File: src/rtl/sccb_cfg.sv
// Walks an external register table and hands each {addr,data} entry to an SCCB
// write driver, with power-up wait, 0xFFFF pause entries and a write timeout.
module sccb_cfg #(
  parameter logic [7:0]  REG_NUM    = 8'd252,
  parameter logic [19:0] PWR_DELAY  = 20'd1_000_000,
  parameter logic [15:0] PAUSE_UNIT = 16'd50_000,
  parameter logic [7:0]  TIMEOUT    = 8'd200,
  parameter bit          AUTO_START = 1'b1
) (
  input  logic        clk,
  input  logic        rst_n,
  input  logic        start,
  output logic [7:0]  cfg_index,
  input  logic [23:0] cfg_word,
  output logic        trig,
  output logic [15:0] driver_addr,
  output logic [7:0]  driver_data,
  input  logic        driver_end,
  output logic        cfg_busy,
  output logic        cfg_done,
  output logic        cfg_err
);

  localparam logic [2:0] S_IDLE  = 3'd0;
  localparam logic [2:0] S_PWR   = 3'd1;
  localparam logic [2:0] S_FETCH = 3'd2;
  localparam logic [2:0] S_TRIG  = 3'd3;
  localparam logic [2:0] S_WAIT  = 3'd4;
  localparam logic [2:0] S_PAUSE = 3'd5;
  localparam logic [2:0] S_DONE  = 3'd6;
  localparam logic [2:0] S_ERR   = 3'd7;

  logic [2:0]  state_q, state_d;
  logic [7:0]  idx_q, idx_d;
  logic [15:0] addr_q, addr_d;
  logic [7:0]  data_q, data_d;
  logic [19:0] pwr_q, pwr_d;
  logic [7:0]  to_q, to_d;
  logic [15:0] tick_q, tick_d;
  logic [23:0] rem_q, rem_d;
  logic        adv;

  always_comb begin
    state_d = state_q;
    idx_d   = idx_q;
    addr_d  = addr_q;
    data_d  = data_q;
    pwr_d   = pwr_q;
    to_d    = to_q;
    tick_d  = tick_q;
    rem_d   = rem_q;
    adv     = 1'b0;
    case (state_q)
      S_IDLE: begin
        if (AUTO_START || start) begin
          pwr_d   = 20'd0;
          state_d = S_PWR;
        end
      end
      S_PWR: begin
        if (pwr_q == PWR_DELAY - 20'd1) begin
          idx_d   = 8'd0;
          state_d = S_FETCH;
        end else begin
          pwr_d = pwr_q + 20'd1;
        end
      end
      S_FETCH: begin
        addr_d = cfg_word[23:8];
        data_d = cfg_word[7:0];
        if (cfg_word[23:8] == 16'hFFFF) begin
          rem_d   = {16'd0, cfg_word[7:0]};
          tick_d  = 16'd0;
          state_d = S_PAUSE;
        end else begin
          state_d = S_TRIG;
        end
      end
      S_TRIG: begin
        to_d    = 8'd0;
        state_d = S_WAIT;
      end
      // driver_end is checked before the timeout so a same-cycle tie advances
      S_WAIT: begin
        if (driver_end) begin
          adv = 1'b1;
        end else if (to_q == TIMEOUT - 8'd1) begin
          state_d = S_ERR;
        end else begin
          to_d = to_q + 8'd1;
        end
      end
      // Leaves on the last cycle of the final tick, so the pause spans data*PAUSE_UNIT cycles
      S_PAUSE: begin
        if (rem_q == 24'd0 || (rem_q == 24'd1 && tick_q == PAUSE_UNIT - 16'd1)) begin
          adv = 1'b1;
        end else if (tick_q == PAUSE_UNIT - 16'd1) begin
          tick_d = 16'd0;
          rem_d  = rem_q - 24'd1;
        end else begin
          tick_d = tick_q + 16'd1;
        end
      end
      S_DONE, S_ERR: begin
        if (start) begin
          idx_d   = 8'd0;
          state_d = S_FETCH;
        end
      end
      default: state_d = S_IDLE;
    endcase
    if (adv) begin
      if (idx_q == REG_NUM - 8'd1) begin
        state_d = S_DONE;
      end else begin
        idx_d   = idx_q + 8'd1;
        state_d = S_FETCH;
      end
    end
  end

  always_ff @(posedge clk or negedge rst_n) begin
    if (!rst_n) begin
      state_q <= S_IDLE;
      idx_q   <= 8'd0;
      addr_q  <= 16'd0;
      data_q  <= 8'd0;
      pwr_q   <= 20'd0;
      to_q    <= 8'd0;
      tick_q  <= 16'd0;
      rem_q   <= 24'd0;
    end else begin
      state_q <= state_d;
      idx_q   <= idx_d;
      addr_q  <= addr_d;
      data_q  <= data_d;
      pwr_q   <= pwr_d;
      to_q    <= to_d;
      tick_q  <= tick_d;
      rem_q   <= rem_d;
    end
  end

  assign cfg_index   = idx_q;
  assign driver_addr = addr_q;
  assign driver_data = data_q;
  assign trig        = (state_q == S_TRIG);
  assign cfg_busy    = (state_q == S_PWR) || (state_q == S_FETCH) || (state_q == S_TRIG) ||
                       (state_q == S_WAIT) || (state_q == S_PAUSE);
  assign cfg_done    = (state_q == S_DONE);
  assign cfg_err     = (state_q == S_ERR);

endmodule

File: config.mk
export PLATFORM = sky130hd
export DESIGN_NAME = sccb_cfg
export DESIGN_NICKNAME = d
export VERILOG_FILES = /design/src/rtl/sccb_cfg.sv
export SDC_FILE = /design/constraint.sdc
export NUM_CORES = 1
export LEC_CHECK = 0
export ABC_AREA = 1
export CORE_MARGIN = 3
export CORE_UTILIZATION = 46
export CTS_CLUSTER_DIAMETER = 50
export DETAILED_ROUTE_END_ITERATION = 8
export MAX_ROUTING_LAYER = met4
export PLACE_DENSITY = 0.67
export SYNTH_ARGS = -nofsm -noshare
export SYNTH_HDL_FRONTEND = slang
export SYNTH_SLANG_ARGS = --single-unit
File: constraint.sdc
create_clock -name clk -period 1.99 [get_ports clk]
set_clock_uncertainty 0.05 [all_clocks]
set_input_delay 0.398 -clock clk [delete_from_list [all_inputs] [get_ports clk]]
set_output_delay 0.398 -clock clk [all_outputs]
set_load 0.01 [all_outputs]
==> summary.md, run 1 <==
| Metric | Value |
|---|---|
| Layout net count | 1071 |
| Worst-Skew Late Latency | 350 ps |
| Status | finished clean |
| Die area | 0.0155 mm2 |
| CP bufs+invs | 2 |
| Max-cap check violation count | 0 |
| Die Ht | 125 um |
| Leakage | 3.89 nW |
| P&R area growth vs syn | 26.6% |
| FILL cells | 1246 |
| Die W | 125 um |
| GR Util All Layers | 21.7% |
| DRT Wirelength | 16.3 mm |
| Capturing point of the worst reg2reg path | state_q[2]$_DFFE_PN0P_ |
| Drt first-iter violations | 433 |
| Clock Sinks | 103 |
| Setup ws final | 62.3 ps |
| Worst-path cell chain | inv_1 > nor2_1 > clkdlybuf4s50_1 |
| Worst-margin pin slew | 559 ps |
| Mean Syn Cell Area | 7.12 um2 |
| Core ar. | 0.0135 mm2 |
| Net Count, Synth | 943 |
| R2r setup slk | 110 ps |
| Cell area after layout | 0.00818 mm2 |
| Post-route DRC violation count | 0 |
| DP HPWL | 11.9 mm |
| Largest net degree at the start of global routing | 104 |
| DR WL/cell | 13.4 um |
| Hold Crit Class | in2async |
| Grt met2 use | 32.4% |
| Vias in the first global route | 5756 |
| Dpl ws | -269 ps |
| Vias post-DR | 6223 |
| Yosys cell types | 38 |
| Number of endpoints failing setup at the final stage | 0 |
| Vias/cell | 5.11 |
| Worst R2R Start | rem_q[9]$_DFFE_PN0P_ |
| H-tree depth | 3 |
| Critical Path AT | 1480 ps |
| Routed Antenna Nets | 0 |
| Gpl congestion | 0.929 |
| Commonest cells after routing, fill and taps aside | nand2_1 (252), nor2_1 (105), dfrtp_1 (100), inv_1 (94), nand3_1 (90) |
| Clock transition at path regs | 70 ps |
| Worst VDD drop | 0.748 mV |
| Clock buffer depth | 2 |
| CTS tree | done |
| CP Capture Type | primary output |
| Top Family by Delay on Critical Path | buffers and inverters |
| Worst R2R Path Depth | 11 |
| Total power divided by cell area | 888 mW/mm2 |
| Max incr delay on CP | 540 ps |
| Fin. Hold Viols | 0 |
| Setup TNS | 0 ps |
| Most used routing layer | met2 |
| Number of buffers created by CTS | 9 |
| Post-Layout Cell Count | 1217 |
| Required @ worst endpoint | 1540 ps |
| Starting density of the core | 47.9% |
| GR Util met3 | 4.89% |
| Share of cells above drive strength 1 | 15.9% |
| Placed Instances | 1191 |
| Grt ovf | 0 |
| Worst-path maximum fanout | 4 |
| PortBufs | 63 |
| Startpoint types | register |
| Slew Viols, Final | 0 |
| Initial antenna violation count | 0 |
| Hold_buf cts | 0 |
| Flops & latches, synth | 103 |
| Post-synthesis sequential area ratio | 39.9% |
| Commonest non-fill, non-tap cell in the layout | nand2_1 |
| Tcrit/Tclk final | 96.9% |
| RSZ-0062 raised after global routing | yes |
| CP Class | reg2out |
| Fmax | 519 MHz |
| # diodes | 0 |
| Slew HR | 62.7% |
| DRT Pass-1 Iters | 5 |
| Met1 GRT Util | 30.4% |
| Crit-path slowest cell | clkdlybuf4s50_1 |
| Post-placement cell area | 0.00772 mm2 |
| Post-layout min period | 1930 ps |
| Final Power | 7.27 mW |
| First-pass GRT wire length | 27.5 mm |
| Core Rows | 42 |
| Synthesized area | 0.00646 mm2 |
| I/O pins | 64 |
| Clock Root Buffer | clkbuf_16 |
| Syn. warnings | 0 |
| Post-Synthesis Cells | 908 |
-- Yosys cell counts (all sizes together) --
| cell type | count | share of area [%] |
|---|---|---|
| or2 | 4 | 0.39 |
| buf | 15 | 1.5 |
| xor2 | 21 | 2.8 |
| mux2i | 1 | 0.15 |
| nand3b | 6 | 0.70 |
| nor3b | 3 | 0.35 |
| nand4 | 41 | 4.0 |
| nand3 | 97 | 8.2 |
| inv | 107 | 6.2 |
| dfrtp | 103 | 40 |
| ha | 7 | 1.4 |
| o22ai | 5 | 0.48 |
| clkbuf | 5 | 0.29 |
| mux2 | 15 | 2.6 |
| xnor2 | 6 | 0.81 |
| nand2 | 263 | 16 |
| o211ai | 1 | 0.12 |
| o31ai | 4 | 0.46 |
| nor3 | 18 | 1.5 |
| nor2 | 122 | 7.5 |
| o21ai | 50 | 4.0 |
| a21oi | 13 | 1.1 |
| a21o | 1 | 0.12 |
-- routing by layer --
| metal | wire, um | up-vias |
|---|---|---|
| met1 | 8010 | 2841 |
| met3 | 868 | 18 |
| met2 | 7250 | 156 |
| met4 | 225 | 0 |
| li1 | - | 3208 |
| met5 | 0 | - |
-- flip-flops by register name, indices dropped and copies added (netlist names) --
register	flops
state_q	3
tick_q	16
cfg_index	8
driver_addr	16
rem_q	24
to_q	8
driver_data	8
pwr_q	20
-- cell type report --
class / count / area [um2] / share of cell area [%]
clock buffers: 10 / 239 / 2.92
clock inverters: 6 / 67.6 / 0.826
inverters: 107 / 404 / 4.94
multi-input cells: 679 / 3450 / 42.2
flip-flops and latches: 103 / 2580 / 31.5
well taps: 176 / 220 / 2.69
repair buffers: 136 / 1220 / 14.9
-- worst max path at each step --
stage                           start                      to  slack, ps  cells after the start
2_1_floorplan   tick_q[0]$_DFFE_PN0P_   rem_q[23]$_DFFE_PN0P_        180                     11
3_3_place_gp             cfg_word[23]  tick_q[14]$_DFFE_PN0P_       -230                      9
3_5_place_dp             cfg_word[23]    rem_q[1]$_DFFE_PN0P_       -270                     10
4_1_cts        state_q[2]$_DFFE_PN0P_                    trig         20                      5
5_1_grt         tick_q[0]$_DFFE_PN0P_  cfg_index[7]$_DFF_PN0_        -70                     11
6_report       state_q[0]$_DFFE_PN0P_                 cfg_err         60                      3
-- worst reg2reg max path, delay by kind of cell, from the launching register on --
| kind | cells | cell delay, ps |
|---|---|---|
| simple gates | 9 | 1040 |
| flops | 1 | 440 |
| buf+inv | 2 | 240 |
-- cells by family (layout without fill, tap and decap cells) --
group | after synthesis | in the layout | share of synthesized area (%)
and+or+nand+nor | 554 | 555 | 38.1
AOI/OAI and AO/OA | 74 | 74 | 6.29
xor gates and xnor gates | 27 | 27 | 3.66
muxes | 16 | 16 | 2.77
adders and majority gates | 7 | 7 | 1.35
buffers and inverters | 127 | 259 | 7.97
DFF | 103 | 103 | 39.9
-- report_power, final --
group	switching (mW)	internal, mW
Combinational	1.53	1.25
Sequential	0.217	2.44
Clock	0.817	1.02
-- through the flow --
stage / hold slack [ps] / util [%]
global route: 94.8 / 60.6
CTS: 89.5 / 59.7
global placement: 420 / 57.1
detailed placement: 426 / 57.1
floorplan: 52.4 / -
finish: 43.1 / 60.6
-- timing repair --
action | in CTS | in global routing
gates cloned | 0 | 1
pin swaps | 0 | 3
hold endpoints to repair | 0 | 0
resized for setup | 8 | 24
endpoints found under the setup margin | 7 | 45
buffers inserted | 3 | 6
Note: power is estimated with default switching activity, not from simulation.
==> run 2, diff against run 1 <==
--- a/config.mk
+++ b/config.mk
@@ -6,12 +6,14 @@
 export NUM_CORES = 1
 export LEC_CHECK = 0
 export ABC_AREA = 1
+export CORE_ASPECT_RATIO = 1.75
 export CORE_MARGIN = 3
 export CORE_UTILIZATION = 46
 export CTS_CLUSTER_DIAMETER = 50
 export DETAILED_ROUTE_END_ITERATION = 8
 export MAX_ROUTING_LAYER = met4
 export PLACE_DENSITY = 0.67
+export SKIP_LAST_GASP = 1
 export SYNTH_ARGS = -nofsm -noshare
 export SYNTH_HDL_FRONTEND = slang
 export SYNTH_SLANG_ARGS = --single-unit
==> summary.md, run 2 (same netlist as run 1, synthesis figures left out) <==
| Metric | Value |
|---|---|
| Clock buffer depth | 2 |
| Commonest cells after routing, fill and taps aside | nand2_1 (251), nor2_1 (102), dfrtp_1 (99), inv_1 (93), nand3_1 (90) |
| Largest net degree at the start of global routing | 40 |
| Biggest register | rem_q |
| Post-Layout Cell Count | 1225 |
| Core Rows | 56 |
| Startpoint types | register |
| DR WL/cell | 15.2 um |
| Die area | 0.0156 mm2 |
| Hold Slack | -20.4 ps |
| Tcrit/Tclk final | 96.0% |
| Share of cells above drive strength 1 | 17.4% |
| DRT Wirelength | 18.7 mm |
| DP HPWL | 14.3 mm |
| Post-placement cell area | 0.00779 mm2 |
| Post-layout min period | 1910 ps |
| Clock Root Buffer | clkbuf_16 |
| Failing checks | negative hold slack |
| Worst-path maximum fanout | 5 |
| Vias in the first global route | 6252 |
| Worst-margin pin slew | 564 ps |
| Hold_buf cts | 0 |
| P&R area growth vs syn | 29.2% |
| # diodes | 0 |
| Gpl congestion | 0.990 |
| Worst-Skew Late Latency | 350 ps |
| Max-cap check violation count | 0 |
| Slew HR | 62.4% |
| Post-route DRC violation count | 0 |
| Dpl ws | -232 ps |
| H-tree depth | 3 |
| Cell area after layout | 0.00835 mm2 |
| Die W | 95.6 um |
| Setup TNS | 0 ps |
| Drt first-iter violations | 256 |
| Clock transition at path regs | 80 ps |
| I/O pins | 64 |
| PortBufs | 63 |
| Leakage | 3.98 nW |
| Core ar. | 0.0136 mm2 |
| Worst VDD drop | 0.499 mV |
| Total power divided by cell area | 901 mW/mm2 |
| Number of buffers created by CTS | 9 |
| Critical Path AT | 1460 ps |
| Clock Sinks | 103 |
| CP Class | reg2out |
| GR Util All Layers | 25.0% |
| Max FFs per register | 24 |
| RSZ-0062 raised after global routing | yes |
| CP Capture Type | primary output |
| Fin. Hold Viols | 5 |
| Initial antenna violation count | 0 |
| First-pass GRT wire length | 29.6 mm |
| Die Ht | 163 um |
| Number of endpoints failing setup at the final stage | 0 |
| Commonest non-fill, non-tap cell in the layout | nand2_1 |
| Grt ovf | 0 |
| Setup ws final | 80.0 ps |
| Biggest regs | rem_q x24, pwr_q x20 |
| Fmax | 524 MHz |
| DRT Pass-1 Iters | 5 |
| CTS tree | done |
| Hold Crit Class | in2async |
| Slew Viols, Final | 0 |
| Placed Instances | 1197 |
| Routed Antenna Nets | 0 |
| Vias post-DR | 6470 |
| Vias/cell | 5.28 |
| Status | finished, violations left |
| Required @ worst endpoint | 1540 ps |
| Layout net count | 1081 |
| Starting density of the core | 47.6% |
run 2: cell count changes in the layout (fill, tap and decap cells not counted), moves of 2 or more:
cell / delta
clkinv_2: -2
nor2_1: -3
buf_4: +8
clkinvlp_4: +2
buf_12: +3
clkdlybuf4s50_1: -2
inv_6: +2
nand2_4: +2
nor2_4: +2
run 2: layout make-up:
class                           instances  area (um2)
Inverter                              107         405
Timing Repair Buffer                  146        1340
Tap cell                              174         218
Multi-Input combinational cell        679        3490
Clock buffer                           10         239
Clock inverter                          6        73.8
Sequential cell                       103        2580
Fill cell                            1262        5240
run 2: final timing paths:
kind | cells after the start | slack [ps] | end | start
hold / removal | 1 | -20 | to_q[7]$_DFFE_PN0P_ | rst_n
min in group clk | 2 | 440 | driver_data[2]$_DFFE_PN0P_ | driver_data[2]$_DFFE_PN0P_
setup reg to reg | 11 | 120 | rem_q[18]$_DFFE_PN0P_ | tick_q[0]$_DFFE_PN0P_
setup / recovery | 5 | 80 | trig | state_q[2]$_DFFE_PN0P_
hold reg to reg | 2 | 440 | driver_data[2]$_DFFE_PN0P_ | driver_data[2]$_DFFE_PN0P_
max in group asynchronous | 2 | 1350 | tick_q[6]$_DFFE_PN0P_ | rst_n
run 2: timing repair:
action                                  CTS  global route
cloned                                    0             2
resized for setup                         9            32
endpoints found under the setup margin    6            63
setup buffers                             3             7
pin swaps                                 0             4
run 2: power by group:
part | internal, mW | leakage [nW] | switching (mW)
Sequential | 2.43 | 1.36 | 0.206
Combinational | 1.36 | 2.48 | 1.64
Clock | 1.03 | 0.148 | 0.853
Total | 4.82 | 3.98 | 2.70
run 2: per-stage QoR:
stage | power, mW | utilization [%]
2_1_floorplan | 4.10 | -
3_3_place_gp | 5.34 | 57.3
3_5_place_dp | 5.37 | 57.3
4_1_cts | 7.32 | 59.9
5_1_grt | 7.92 | 61.4
6_report | 7.52 | 61.4
run 2: critical path, cell delays in order (launching register included):
cell	delay (ps)
dfrtp_2	430
buf_12	140
inv_2	90
nand2_1	90
nor2_2	130
clkdlybuf4s15_1	250
run 2: layer usage:
metal | vias up | GRT usage (%) | wire length [um]
met5 | - | - | 0
met4 | 0 | 9.13 | 687
met3 | 45 | 2.54 | 480
met2 | 122 | 47.5 | 10600
met1 | 3075 | 25.5 | 6890
li1 | 3228 | - | -
==> run 3, diff against run 2 <==
--- a/config.mk
+++ b/config.mk
@@ -13,6 +13,7 @@
 export DETAILED_ROUTE_END_ITERATION = 8
 export MAX_ROUTING_LAYER = met4
 export PLACE_DENSITY = 0.67
+export SETUP_SLACK_MARGIN = 0.3
 export SKIP_LAST_GASP = 1
 export SYNTH_ARGS = -nofsm -noshare
 export SYNTH_HDL_FRONTEND = slang
==> summary.md, run 3 (same netlist as run 1, synthesis figures left out) <==
| Metric | Value |
|---|---|
| R2r setup slk | 160 ps |
| Leakage | 4.54 nW |
| Biggest register | rem_q |
| Setup ws final | 134 ps |
| Die W | 95.6 um |
| DP HPWL | 13.8 mm |
| GR Util All Layers | 27.5% |
| Hold Crit Class | in2reg |
| FILL cells | 1103 |
| Total internal power | 5.11 mW |
| Switching power of the nets | 3.30 mW |
| Commonest non-fill, non-tap cell in the layout | nand2_1 |
| Max-cap check violation count | 0 |
| Fin. Hold Viols | 0 |
| Util after Layout | 69.1% |
| Initial antenna violation count | 0 |
| Slew Viols, Final | 0 |
| Clock Root Buffer | clkbuf_16 |
| HP Start | cfg_word[8] |
| Fmax | 539 MHz |
| Routed Antenna Nets | 0 |
| Comb power frac | 46.8% |
| Worst R2R Start | tick_q[1]$_DFFE_PN0P_ |
| Required @ worst endpoint | 1540 ps |
| Layout net count | 1137 |
| Clock buffer depth | 2 |
| Worst-Skew Late Latency | 360 ps |
| Number of cells on the worst hold path | 2 |
| Worst-margin pin slew | 482 ps |
| H-tree depth | 3 |
| Worst VDD drop | 0.512 mV |
| Gpl congestion | 0.944 |
| Largest net degree at the start of global routing | 41 |
| Core Rows | 56 |
| Dpl ws | -297 ps |
| Share of cells above drive strength 1 | 30.4% |
| Die Ht | 163 um |
| Post-route DRC violation count | 0 |
| Critical Path AT | 1410 ps |
| CTS tree | done |
| DRT Wirelength | 21.3 mm |
| Die area | 0.0156 mm2 |
| I/O pins | 64 |
| Setup TNS | 0 ps |
| Total power divided by cell area | 896 mW/mm2 |
| PortBufs | 63 |
| Clock Sinks | 103 |
| Starting density of the core | 47.6% |
| Capturing point of the worst reg2reg path | rem_q[4]$_DFFE_PN0P_ |
| Clock transition at path regs | 80 ps |
| # diodes | 0 |
| First-pass GRT wire length | 32.6 mm |
| Vias/cell | 5.45 |
| CP Capture Type | primary output |
| Final Power | 8.42 mW |
| Vias in the first global route | 6866 |
| Max FFs per register | 24 |
| CP Class | reg2out |
| Switching Fraction | 39.3% |
| RSZ-0062 raised after global routing | yes |
| Core ar. | 0.0136 mm2 |
| Slew HR | 67.7% |
| Worst R2R Path Depth | 12 |
| Tcrit/Tclk final | 93.2% |
| Number of endpoints failing setup at the final stage | 0 |
| DRT Pass-1 Iters | 7 |
| Number of buffers created by CTS | 9 |
| Startpoint types | register |
| Status | finished clean |
| Biggest regs | rem_q x24, pwr_q x20 |
| Share of power burned in registers | 31.3% |
| Drt first-iter violations | 342 |
| DR WL/cell | 16.6 um |
| Clock network fraction of total power | 21.8% |
| Vias post-DR | 6978 |
| Post-layout min period | 1860 ps |
| Hold endpoint | driver_addr[0]$_DFFE_PN0P_ |
| P&R area growth vs syn | 45.3% |
| Grt ovf | 0 |
| Commonest cells after routing, fill and taps aside | nand2_1 (220), buf_4 (106), dfrtp_1 (100), nor2_1 (91), inv_1 (82) |
| Hold Slack | 372 ps |
| Worst-path maximum fanout | 3 |
run 3: cell count changes in the layout (fill, tap and decap cells not counted), sizes merged, moves of 2 or more:
| cell | before | now |
|---|---|---|
| buf | 83 | 136 |
| nand2 | 263 | 267 |
| clkdlybuf4s50 | 58 | 12 |
| clkinvlp | 3 | 1 |
| clkinv | 0 | 3 |
| dlygate4sd2 | 2 | 45 |
run 3: worst max path at each step:
stage                                start               endpoint  cells after the start
finish              state_q[0]$_DFFE_PN0P_               cfg_busy                      5
CTS                 state_q[0]$_DFFE_PN0P_               cfg_busy                      5
detailed placement            cfg_word[18]   rem_q[7]$_DFFE_PN0P_                      9
floorplan            tick_q[0]$_DFFE_PN0P_  rem_q[23]$_DFFE_PN0P_                     11
global placement              cfg_word[10]   rem_q[7]$_DFFE_PN0P_                     10
global route         tick_q[1]$_DFFE_PN0P_   rem_q[9]$_DFFE_PN0P_                     11
run 3: cell type report:
class / instances / area (um2) / share of cell area [%]
multi-input combinational: 683 / 4060 / 43.3
tap: 174 / 218 / 2.32
clock buffer: 10 / 239 / 2.54
sequential: 103 / 2580 / 27.5
timing repair buffer: 198 / 1790 / 19.1
clock inverter: 6 / 61.3 / 0.653
inverter: 107 / 440 / 4.69
run 3: per-stage QoR:
stage               cells  cell area [um2]
finish               1281             9390
detailed placement   1194             7760
CTS                  1265             8850
global route         1281             9390
global placement     1194             7760
floorplan             908             6480
run 3: layer usage:
layer | wire length, um | GRT usage, %
met1 | 7460 | 27.1
met2 | 12000 | 50.9
met3 | 697 | 3.24
met4 | 1110 | 14.7
met5 | 0 | -
run 3: worst max-delay path: stages (launching register included):
cell and delay, ps:
dfrtp_2 420, nor2_2 130, inv_2 80, nor2_4 100, nor2_1 40, dlygate4sd2_1 280
run 3: power groups by stage:
stage | clock network, mW | logic (mW) | registers, mW
2_1_floorplan | 0 | 1.33 | 2.77
3_3_place_gp | 0 | 2.67 | 2.69
3_5_place_dp | 0 | 2.70 | 2.69
4_1_cts | 1.86 | 3.35 | 2.64
5_1_grt | 1.94 | 4.19 | 2.68
6_report | 1.84 | 3.94 | 2.64
run 3: repair_timing:
item                                    in CTS  in global routing
endpoints found under the setup margin     110                 83
gates resized for setup                    157                113
gates cloned                                 8                  1
buffers inserted                            46                 15
hold endpoints to repair                    25                  0
hold buffers                                 1                  0
pin swaps                                   36                 41
